`src/rtl/pwm_capture_if.sv`:
```
// pwm_capture_if: control/status bundle between pwm_capture and the register block.
// master = register block side (drives controls, reads results); slave = pwm_capture.
interface pwm_capture_if #(
  parameter int unsigned CNT_W = 16
);
  logic             cap_en;
  logic             ovf_clr;
  logic [CNT_W-1:0] period_val;
  logic [CNT_W-1:0] high_val;
  logic             meas_valid;
  logic             ovf;
  logic             locked;

  modport master (
    output cap_en,
    output ovf_clr,
    input  period_val,
    input  high_val,
    input  meas_valid,
    input  ovf,
    input  locked
  );

  modport slave (
    input  cap_en,
    input  ovf_clr,
    output period_val,
    output high_val,
    output meas_valid,
    output ovf,
    output locked
  );
endinterface

```
`src/rtl/pwm_capture.sv`:
```
// pwm_capture: measures period (rise to rise) and high time of an asynchronous PWM input in
// clk cycles and publishes each completed period with a one-cycle meas_valid strobe.
// Optional glitch filter: define PWM_CAP_GLITCH_FILTER_EN to suppress pulses shorter than
// 3 cycles (adds 2 cycles of latency to both edges, so measured values are unchanged).
module pwm_capture #(
  parameter int unsigned CNT_W = 16
) (
  input  logic         clk,
  input  logic         rst,
  input  logic         pwm_in,
  pwm_capture_if.slave bus
);

  localparam logic [CNT_W-1:0] CntMax = '1;
  localparam logic [CNT_W-1:0] CntOne = CNT_W'(1);

  typedef enum logic [1:0] {StIdle, StArm, StHigh, StLow} state_e;

  state_e           state_q, state_d;
  logic [CNT_W-1:0] cnt_q, cnt_d;
  logic [CNT_W-1:0] hi_lat_q, hi_lat_d;
  logic [CNT_W-1:0] period_q, period_d;
  logic [CNT_W-1:0] high_q, high_d;
  logic             valid_q, valid_d;
  logic             locked_q, locked_d;
  logic             ovf_q, ovf_d;
  logic             ovf_set;

  logic sync_q, s_pwm;
  logic f_pwm, f_d;
  logic rise, fall;

  // Two-flop synchronizer for the asynchronous input
  always_ff @(posedge clk or posedge rst) begin
    if (rst) begin
      sync_q <= 1'b0;
      s_pwm  <= 1'b0;
    end else begin
      sync_q <= pwm_in;
      s_pwm  <= sync_q;
    end
  end

`ifdef PWM_CAP_GLITCH_FILTER_EN
  logic s_d;

  // Accept a new level only once it has been seen on three consecutive samples; looking at
  // the first sync flop too keeps the added latency at 2 cycles.
  always_ff @(posedge clk or posedge rst) begin
    if (rst) begin
      s_d   <= 1'b0;
      f_pwm <= 1'b0;
    end else begin
      s_d <= s_pwm;
      if ((sync_q == s_pwm) && (s_pwm == s_d)) begin
        f_pwm <= s_pwm;
      end
    end
  end
`else
  assign f_pwm = s_pwm;
`endif

  // Delayed filtered level for edge detection
  always_ff @(posedge clk or posedge rst) begin
    if (rst) begin
      f_d <= 1'b0;
    end else begin
      f_d <= f_pwm;
    end
  end

  assign rise = f_pwm & ~f_d;
  assign fall = ~f_pwm & f_d;

  // State and measurement registers
  always_ff @(posedge clk or posedge rst) begin
    if (rst) begin
      state_q  <= StIdle;
      cnt_q    <= '0;
      hi_lat_q <= '0;
      period_q <= '0;
      high_q   <= '0;
      valid_q  <= 1'b0;
      locked_q <= 1'b0;
      ovf_q    <= 1'b0;
    end else begin
      state_q  <= state_d;
      cnt_q    <= cnt_d;
      hi_lat_q <= hi_lat_d;
      period_q <= period_d;
      high_q   <= high_d;
      valid_q  <= valid_d;
      locked_q <= locked_d;
      ovf_q    <= ovf_d;
    end
  end

  // Next-state: edge tracking, counting, result publication and timeout
  always_comb begin
    state_d  = state_q;
    cnt_d    = cnt_q;
    hi_lat_d = hi_lat_q;
    period_d = period_q;
    high_d   = high_q;
    valid_d  = 1'b0;
    locked_d = locked_q;
    ovf_set  = 1'b0;

    if (!bus.cap_en) begin
      // Disable overrides any edge this cycle; results and ovf are kept
      state_d  = StIdle;
      cnt_d    = '0;
      locked_d = 1'b0;
    end else begin
      unique case (state_q)
        StIdle: begin
          cnt_d    = '0;
          locked_d = 1'b0;
          state_d  = StArm;
        end
        StArm: begin
          // A level already high here is ignored until its next rise
          if (rise) begin
            cnt_d   = CntOne;
            state_d = StHigh;
          end
        end
        StHigh: begin
          if (fall) begin
            hi_lat_d = cnt_q;
            cnt_d    = cnt_q + CntOne;
            state_d  = StLow;
          end else if (cnt_q == CntMax) begin
            ovf_set  = 1'b1;
            locked_d = 1'b0;
            cnt_d    = '0;
            state_d  = StArm;
          end else begin
            cnt_d = cnt_q + CntOne;
          end
        end
        StLow: begin
          if (rise) begin
            period_d = cnt_q;
            high_d   = hi_lat_q;
            valid_d  = 1'b1;
            locked_d = 1'b1;
            cnt_d    = CntOne;
            state_d  = StHigh;
          end else if (cnt_q == CntMax) begin
            ovf_set  = 1'b1;
            locked_d = 1'b0;
            cnt_d    = '0;
            state_d  = StArm;
          end else begin
            cnt_d = cnt_q + CntOne;
          end
        end
        default: begin
          state_d = StIdle;
          cnt_d   = '0;
        end
      endcase
    end

    // Sticky overflow: a new timeout beats a simultaneous clear
    ovf_d = ovf_set | (ovf_q & ~bus.ovf_clr);
  end

  assign bus.period_val = period_q;
  assign bus.high_val   = high_q;
  assign bus.meas_valid = valid_q;
  assign bus.locked     = locked_q;
  assign bus.ovf        = ovf_q;

endmodule

```
`src/flat_wrapper.sv`:
```
// flat-port wrapper written by rule: the top's interface ports become plain ports
module pwm_capture_flat 
#(
  parameter int unsigned CNT_W = 16
)
  (clk, rst, pwm_in, bus_cap_en, bus_ovf_clr, bus_period_val, bus_high_val, bus_meas_valid, bus_ovf, bus_locked);
  pwm_capture_if #(.CNT_W(CNT_W)) bus_i ();
  input  logic clk;
  input  logic rst;
  input  logic pwm_in;
  input wire logic [$bits(bus_i.cap_en)-1:0] bus_cap_en;
  input wire logic [$bits(bus_i.ovf_clr)-1:0] bus_ovf_clr;
  output wire logic [$bits(bus_i.period_val)-1:0] bus_period_val;
  output wire logic [$bits(bus_i.high_val)-1:0] bus_high_val;
  output wire logic [$bits(bus_i.meas_valid)-1:0] bus_meas_valid;
  output wire logic [$bits(bus_i.ovf)-1:0] bus_ovf;
  output wire logic [$bits(bus_i.locked)-1:0] bus_locked;
  assign bus_i.cap_en = bus_cap_en;
  assign bus_i.ovf_clr = bus_ovf_clr;
  assign bus_period_val = bus_i.period_val;
  assign bus_high_val = bus_i.high_val;
  assign bus_meas_valid = bus_i.meas_valid;
  assign bus_ovf = bus_i.ovf;
  assign bus_locked = bus_i.locked;
  pwm_capture #(.CNT_W(CNT_W)) u_core (.clk(clk), .rst(rst), .pwm_in(pwm_in), .bus(bus_i));
endmodule
```
`config.mk`:
```
export PLATFORM = sky130hd
export DESIGN_NAME = pwm_capture_flat
export DESIGN_NICKNAME = d
export VERILOG_FILES = /design/src/rtl/pwm_capture_if.sv /design/src/rtl/pwm_capture.sv /design/src/flat_wrapper.sv
export SDC_FILE = /design/constraint.sdc
export NUM_CORES = 1
export LEC_CHECK = 0
export CAP_MARGIN = 0
export CORE_ASPECT_RATIO = 0.9
export CORE_MARGIN = 10
export CORE_UTILIZATION = 49
export DETAILED_ROUTE_END_ITERATION = 6
export PLACE_DENSITY = 0.76
export RECOVER_POWER = 100
export REMOVE_ABC_BUFFERS = 1
export SLEW_MARGIN = 10
export SYNTH_ARGS = -nofsm -noshare
export SYNTH_HDL_FRONTEND = slang
export SYNTH_SLANG_ARGS = --single-unit
```
`constraint.sdc`:
```
create_clock -name clk -period 2.2 [get_ports clk]
set_input_delay 0.44 -clock clk [delete_from_list [all_inputs] [get_ports clk]]
set_output_delay 0.44 -clock clk [all_outputs]
set_load 0.01 [all_outputs]
```
; After elaboration in Yosys (flattened, before gate mapping)
; Index checks and enable logic that the tools add are counted.
[totals]
out_inout_bits = 35
register_bits = 72
input_bits = 5
[op_classes]
n_reduce_logical = 4
addsub = 1
eq_ne = 7
bitwise_logic = 7
n_mux = 25
[ops]
columns = cell, n
row1 = 16-bit two-way mux, 5
row2 = 16-bit case mux with 4 select lines, 1
row3 = 16-bit by 1-bit adder with 16-bit output (second input constant), 1
row4 = 16-bit equality test (second input constant), 1
row5 = 1-bit two-way mux, 11
row6 = 2-bit two-way mux, 5
row7 = 2-bit case mux with 4 select lines, 1
row8 = 3-bit AND reduction, 2
row9 = 2-bit equality test (second input constant), 2
row10 = 4-bit by 1-bit != test with 1-bit output (second input constant), 1
row11 = 1-bit bitwise AND, 3
row12 = 3-bit by 2-bit != test with 1-bit output (second input constant), 1
row13 = 3-bit != test (second input constant), 1
row14 = 1-bit NOT, 3
row15 = 1-bit case mux with 3 select lines, 1
row16 = 2-bit by 1-bit equality test with 1-bit output (second input constant), 1
row17 = 2-bit zero test, 1
row18 = 1-bit case mux with 2 select lines, 1
row19 = 2-bit AND reduction, 1
row20 = 1-bit bitwise OR, 1

; Depth between registers and ports, before layout
[logic_depth]
ltp_word = 6
depth_mapped = 6

; Worst setup path after synthesis
; OpenSTA, ideal clock, no wires.
[synth_timing]
kind = reg-to-reg
start = register u_core.state_q[0]
end = register u_core.hi_lat_q[10]
slack_ns = 0.426
setup_time_ns = 0.125
path_buffers = 1
t_arrival_ns = 1.649
synth_period_minus_slack_ns = 1.774
stages_incl_launch_ff = 5
path_cell_list = dfrtp_1 or3b_1 nor2_2 buf_4 mux2_2
[synth_between]
elab_chain_len = 2
[synth_lines]
columns = element, line
row1 = "start, declared", pwm_capture.sv:19  ; state_e state_q, state_d;
row2 = "start signal, assigned", pwm_capture.sv:79  ; state_q <= StIdle;
row3 = "start signal, assigned", pwm_capture.sv:88  ; state_q <= state_d;
row4 = 2-bit equality test, pwm_capture.sv:116  ; unique case (state_q)
row5 = 3-bit AND reduction (no source line), --
row6 = "end signal, assigned", pwm_capture.sv:90  ; hi_lat_q <= hi_lat_d;
row7 = "end, declared", pwm_capture.sv:21  ; logic [CNT_W-1:0] hi_lat_q, hi_lat_d;
; Every way passes these cells.
; A chain may end at the register's enable or synchronous reset.

; Worst setup path in the final report
[layout_timing]
start = register u_core.state_q[0]
end = register u_core.hi_lat_q[9]
; Same word-level chain as after synthesis.

==> results.md <==
* Outcome: completed
* Largest cells by area after synthesis: dfrtp_1, mux2_2, a21oi_1, o21ai_0, nand2_1
* Global Route Usage Sum at 12.78%
* Routability cong. at between 0.7 and 0.8
* Hold crit path type: reg -> reg
* Critical path peak fanout at 9
* Die height at 95.04 um
* Proportion of layout cells with a drive suffix above 1 at 28.07%
* Final Core Density at between 60% and 70%
* Detailed-route via count at 2,017
* P_sw at about 540 uW
* Largest family of logic cells by synthesized area: multiplexers
* Placed Cells at 341
* WP data required at about 2400 ps
* Kind of critical path: reg -> reg
* Post-route cell area at around 0.0037 sq mm
* Initial antenna violation count at 0
* Post-synthesis sequential area ratio at between 50 and 60%
* Worst IR Drop VDD at slightly above 0.7 mV
* Starting Density at between 50% and 60%
* Crit path DAT at roughly 2200 ps
* CTS Buf Count at 9
* Power share of the sequential group at a little over half
* ANT cells at 0
* Drt total wl at 5730 um
* Worst path slowest cell: dfrtp_1
* Fin nets at roughly 290
* Post-CTS sizing at 0
* Congestion Overflow GR at 0
* Vias in the first global route at 2,041
* Worst skew pair latency at about 350 ps
* Leakage at 0.001785 uW
* Max clock buf depth at 2
* Xor/xnor cell area share of the yosys netlist at less than 1%
* Routed WL per cell at approximately 16 um
* Post-CTS Setup Bufs at 0
* Max-cap violations at 0
* Placed Area at ~0.0036 sq mm
* Yosys top cell by area: dfrtp_1
* Syn-to-layout area delta at 22.33%
* Port bufs at 39
* Detailed Routing Iterations Pass 1 at 4
* Top-level port count at 40
* EDFF count, synth at 0
* Avg Synthesized Cell Area at ~13 sq um
* Clk network pwr share at between 40 and 50%
* Clock Sinks at 72
* Mux share of post-synthesis cell area at 17.63%
* Mapped cell area at between 0.003 and 0.004 sq mm
* Starting DRT DRC Count at 65
* F_max at between 500 and 600 MHz
* Placeable Area at 0.006081 sq mm
* Row cnt at 27
* Final HPWL DP at 3953 um
* Switching Fraction at about a fifth
* Synth Instances at ~230
* Setup violators final at 0
* Min cycle time layout at roughly 2000 ps
* Remaining antenna violation count at 0
* Simple-gate area share of the yosys netlist at a little under an eighth
* DRC viols at 0
* Final Hold Viols at 0
* Die ar. at approximately 0.0098 sq mm
* Slew @ Worst Pin at ~960 ps
* # hold bufs at CTS at 0
* Warning count from the yosys run at 0
* Clock skew at between 6 and 7 ps
* Critical path startpoint category: flip-flop
* Cell Int Power at just over 2000 uW
* Period utilisation layout at 90.86%
* Crit path capture type: flip-flop
* Setup_tns at 0 ps
* Slew HR at around 36%
* H-tree levels at 3
* Synth cell types at 43
* Top cell type's share of synthesized area at between 50 and 60%
* Routed vias/inst at 5.650
* Sequence of cells on the critical path: or3b_1 -> nor2_1 -> clkbuf_1 -> mux2_2
* Fraction of registers with async set/reset at between 90% and 100%
* Die Wd at about 100 um
* RSZ-0062 raised after global routing: no
* Slowest stage delay, CP at roughly 460 ps
* Compound-Gate Fraction of Synth Area at under 10%
* Root Driver: clkbuf_8
* Logic pwr share at roughly 3.3%
* Pwr/cell area at 687.0 mW/mm^2
* Yosys reg bits at around 70
* Largest net degree at the start of global routing at 73
* Adder-cell share of the synthesized area at less than 1%
* Dominant synthesized flop cell: dfrtp_1
* Final Max Tran Viols at 0
* Cell Count, Final, Fillers Out at roughly 360
* First-pass GRT wire length at approximately 9800 um
* Worst-path clk slew at 70 ps
* TritonCTS clock tree: yes
-- cell type report --
type | instances | area (sq um)
Sequential cell | 72 | 1802
Multi-Input combinational cell | 143 | 1164
Clock inverter | 5 | 78.83
Inverter | 5 | 18.77
Tap cell | 72 | 90.09
Fill cell | 500 | 2331
Timing Repair Buffer | 49 | 455.4
Clock buffer | 11 | 141.4
-- layer usage --
metal	vias to the layer above	GRT usage [%]	wire (um)
met5	-	0	0
met4	0	4.861	79
met3	8	5.495	394
met2	48	20.52	2746
met1	1014	14.92	2509
li1	947	-	-
-- cells in the mapped netlist (2+ instances only) --
cell	n
a21oi_1	11
a21oi_2	2
a31oi_1	2
buf_2	3
buf_4	3
clkbuf_2	2
dfrtp_1	72
inv_1	5
mux2_2	48
nand2_1	11
nand2b_1	2
nand3_1	6
nand4_1	2
nor2_1	2
nor2_2	2
nor2b_1	5
o21ai_0	10
o311a_1	2
o31ai_1	4
o41ai_1	3
or3_1	4
or3_2	4
or4_1	2
or4b_1	3
-- sequential cells by signal, summed over array words and instances, names as in the netlist --
| register | flops |
|---|---|
| u_core.bus.meas_valid | 1 |
| u_core.bus.high_val | 16 |
| u_core.state_q | 2 |
| u_core.f_pwm | 1 |
| u_core.sync_q | 1 |
| u_core.hi_lat_q | 16 |
| u_core.bus.locked | 1 |
| u_core.cnt_q | 16 |
| u_core.bus.period_val | 16 |
| u_core.f_d | 1 |
| u_core.bus.ovf | 1 |
-- logic make-up (layout without fill, tap and decap cells) --
group	Yosys count	in the layout
DFF	72	72
and+or+nand+nor	53	53
muxes	48	48
AOI/OAI and AO/OA	40	40
buffers and inverters	14	70
adders and majority gates	1	1
xor gates and xnor gates	1	1
-- final timing paths --
path                                   start            endpoint  slack [ps]  cells after the start
setup / recovery           u_core.state_q[0]  u_core.hi_lat_q[9]         200                      4
hold / removal                 u_core.sync_q        u_core.f_pwm         350                      0
setup reg to reg           u_core.state_q[0]  u_core.hi_lat_q[9]         200                      4
hold reg to reg                u_core.sync_q        u_core.f_pwm         350                      0
max in group asynchronous                rst   u_core.state_q[1]         730                      3
min in group asynchronous                rst  u_core.hi_lat_q[3]         840                      3
-- layout by cell type, fill, tap and decap left out, drive strengths merged, types with 3 or more instances in the layout --
| master | instances |
|---|---|
| dfrtp | 72 |
| mux2 | 48 |
| dlygate4sd3 | 37 |
| clkbuf | 15 |
| a21oi | 13 |
| nand2 | 11 |
| o21ai | 11 |
| or3 | 8 |
| nand3 | 7 |
| buf | 6 |
| nor2b | 5 |
| inv | 5 |
| o31ai | 4 |
| nor2 | 4 |
| nand4 | 3 |
| o41ai | 3 |
| or4b | 3 |
| or4 | 3 |
| clkinv | 3 |
-- power groups by stage --
stage	sequential (uW)	combinational (uW)	clock (uW)
after global routing	1350	95.9	1230
after CTS	1350	93.8	1190
after global placement	1370	91.4	0
after detailed placement	1370	93.5	0
final	1350	84.6	1150
after floorplan	1370	56.6	0
-- stage by stage --
stage / hold slack [ps] / setup slack [ps] / power (uW)
after detailed placement: 340.3 / 172.9 / 1465
after CTS: 357.3 / 286.8 / 2628
after floorplan: 331.2 / -384.7 / 1426
after global placement: 339.4 / 241.0 / 1462
after global routing: 359.6 / 87.74 / 2677
final: 352.4 / 201.0 / 2576
-- worst max-delay path: cells and delay by family, from the launching register on --
family                 cells  cell delay, ps
buffers and inverters      1             440
multiplexers               1             400
flip-flops                 1             460
AND/OR/NAND/NOR            2             590
(Power assumes the default switching activity.)
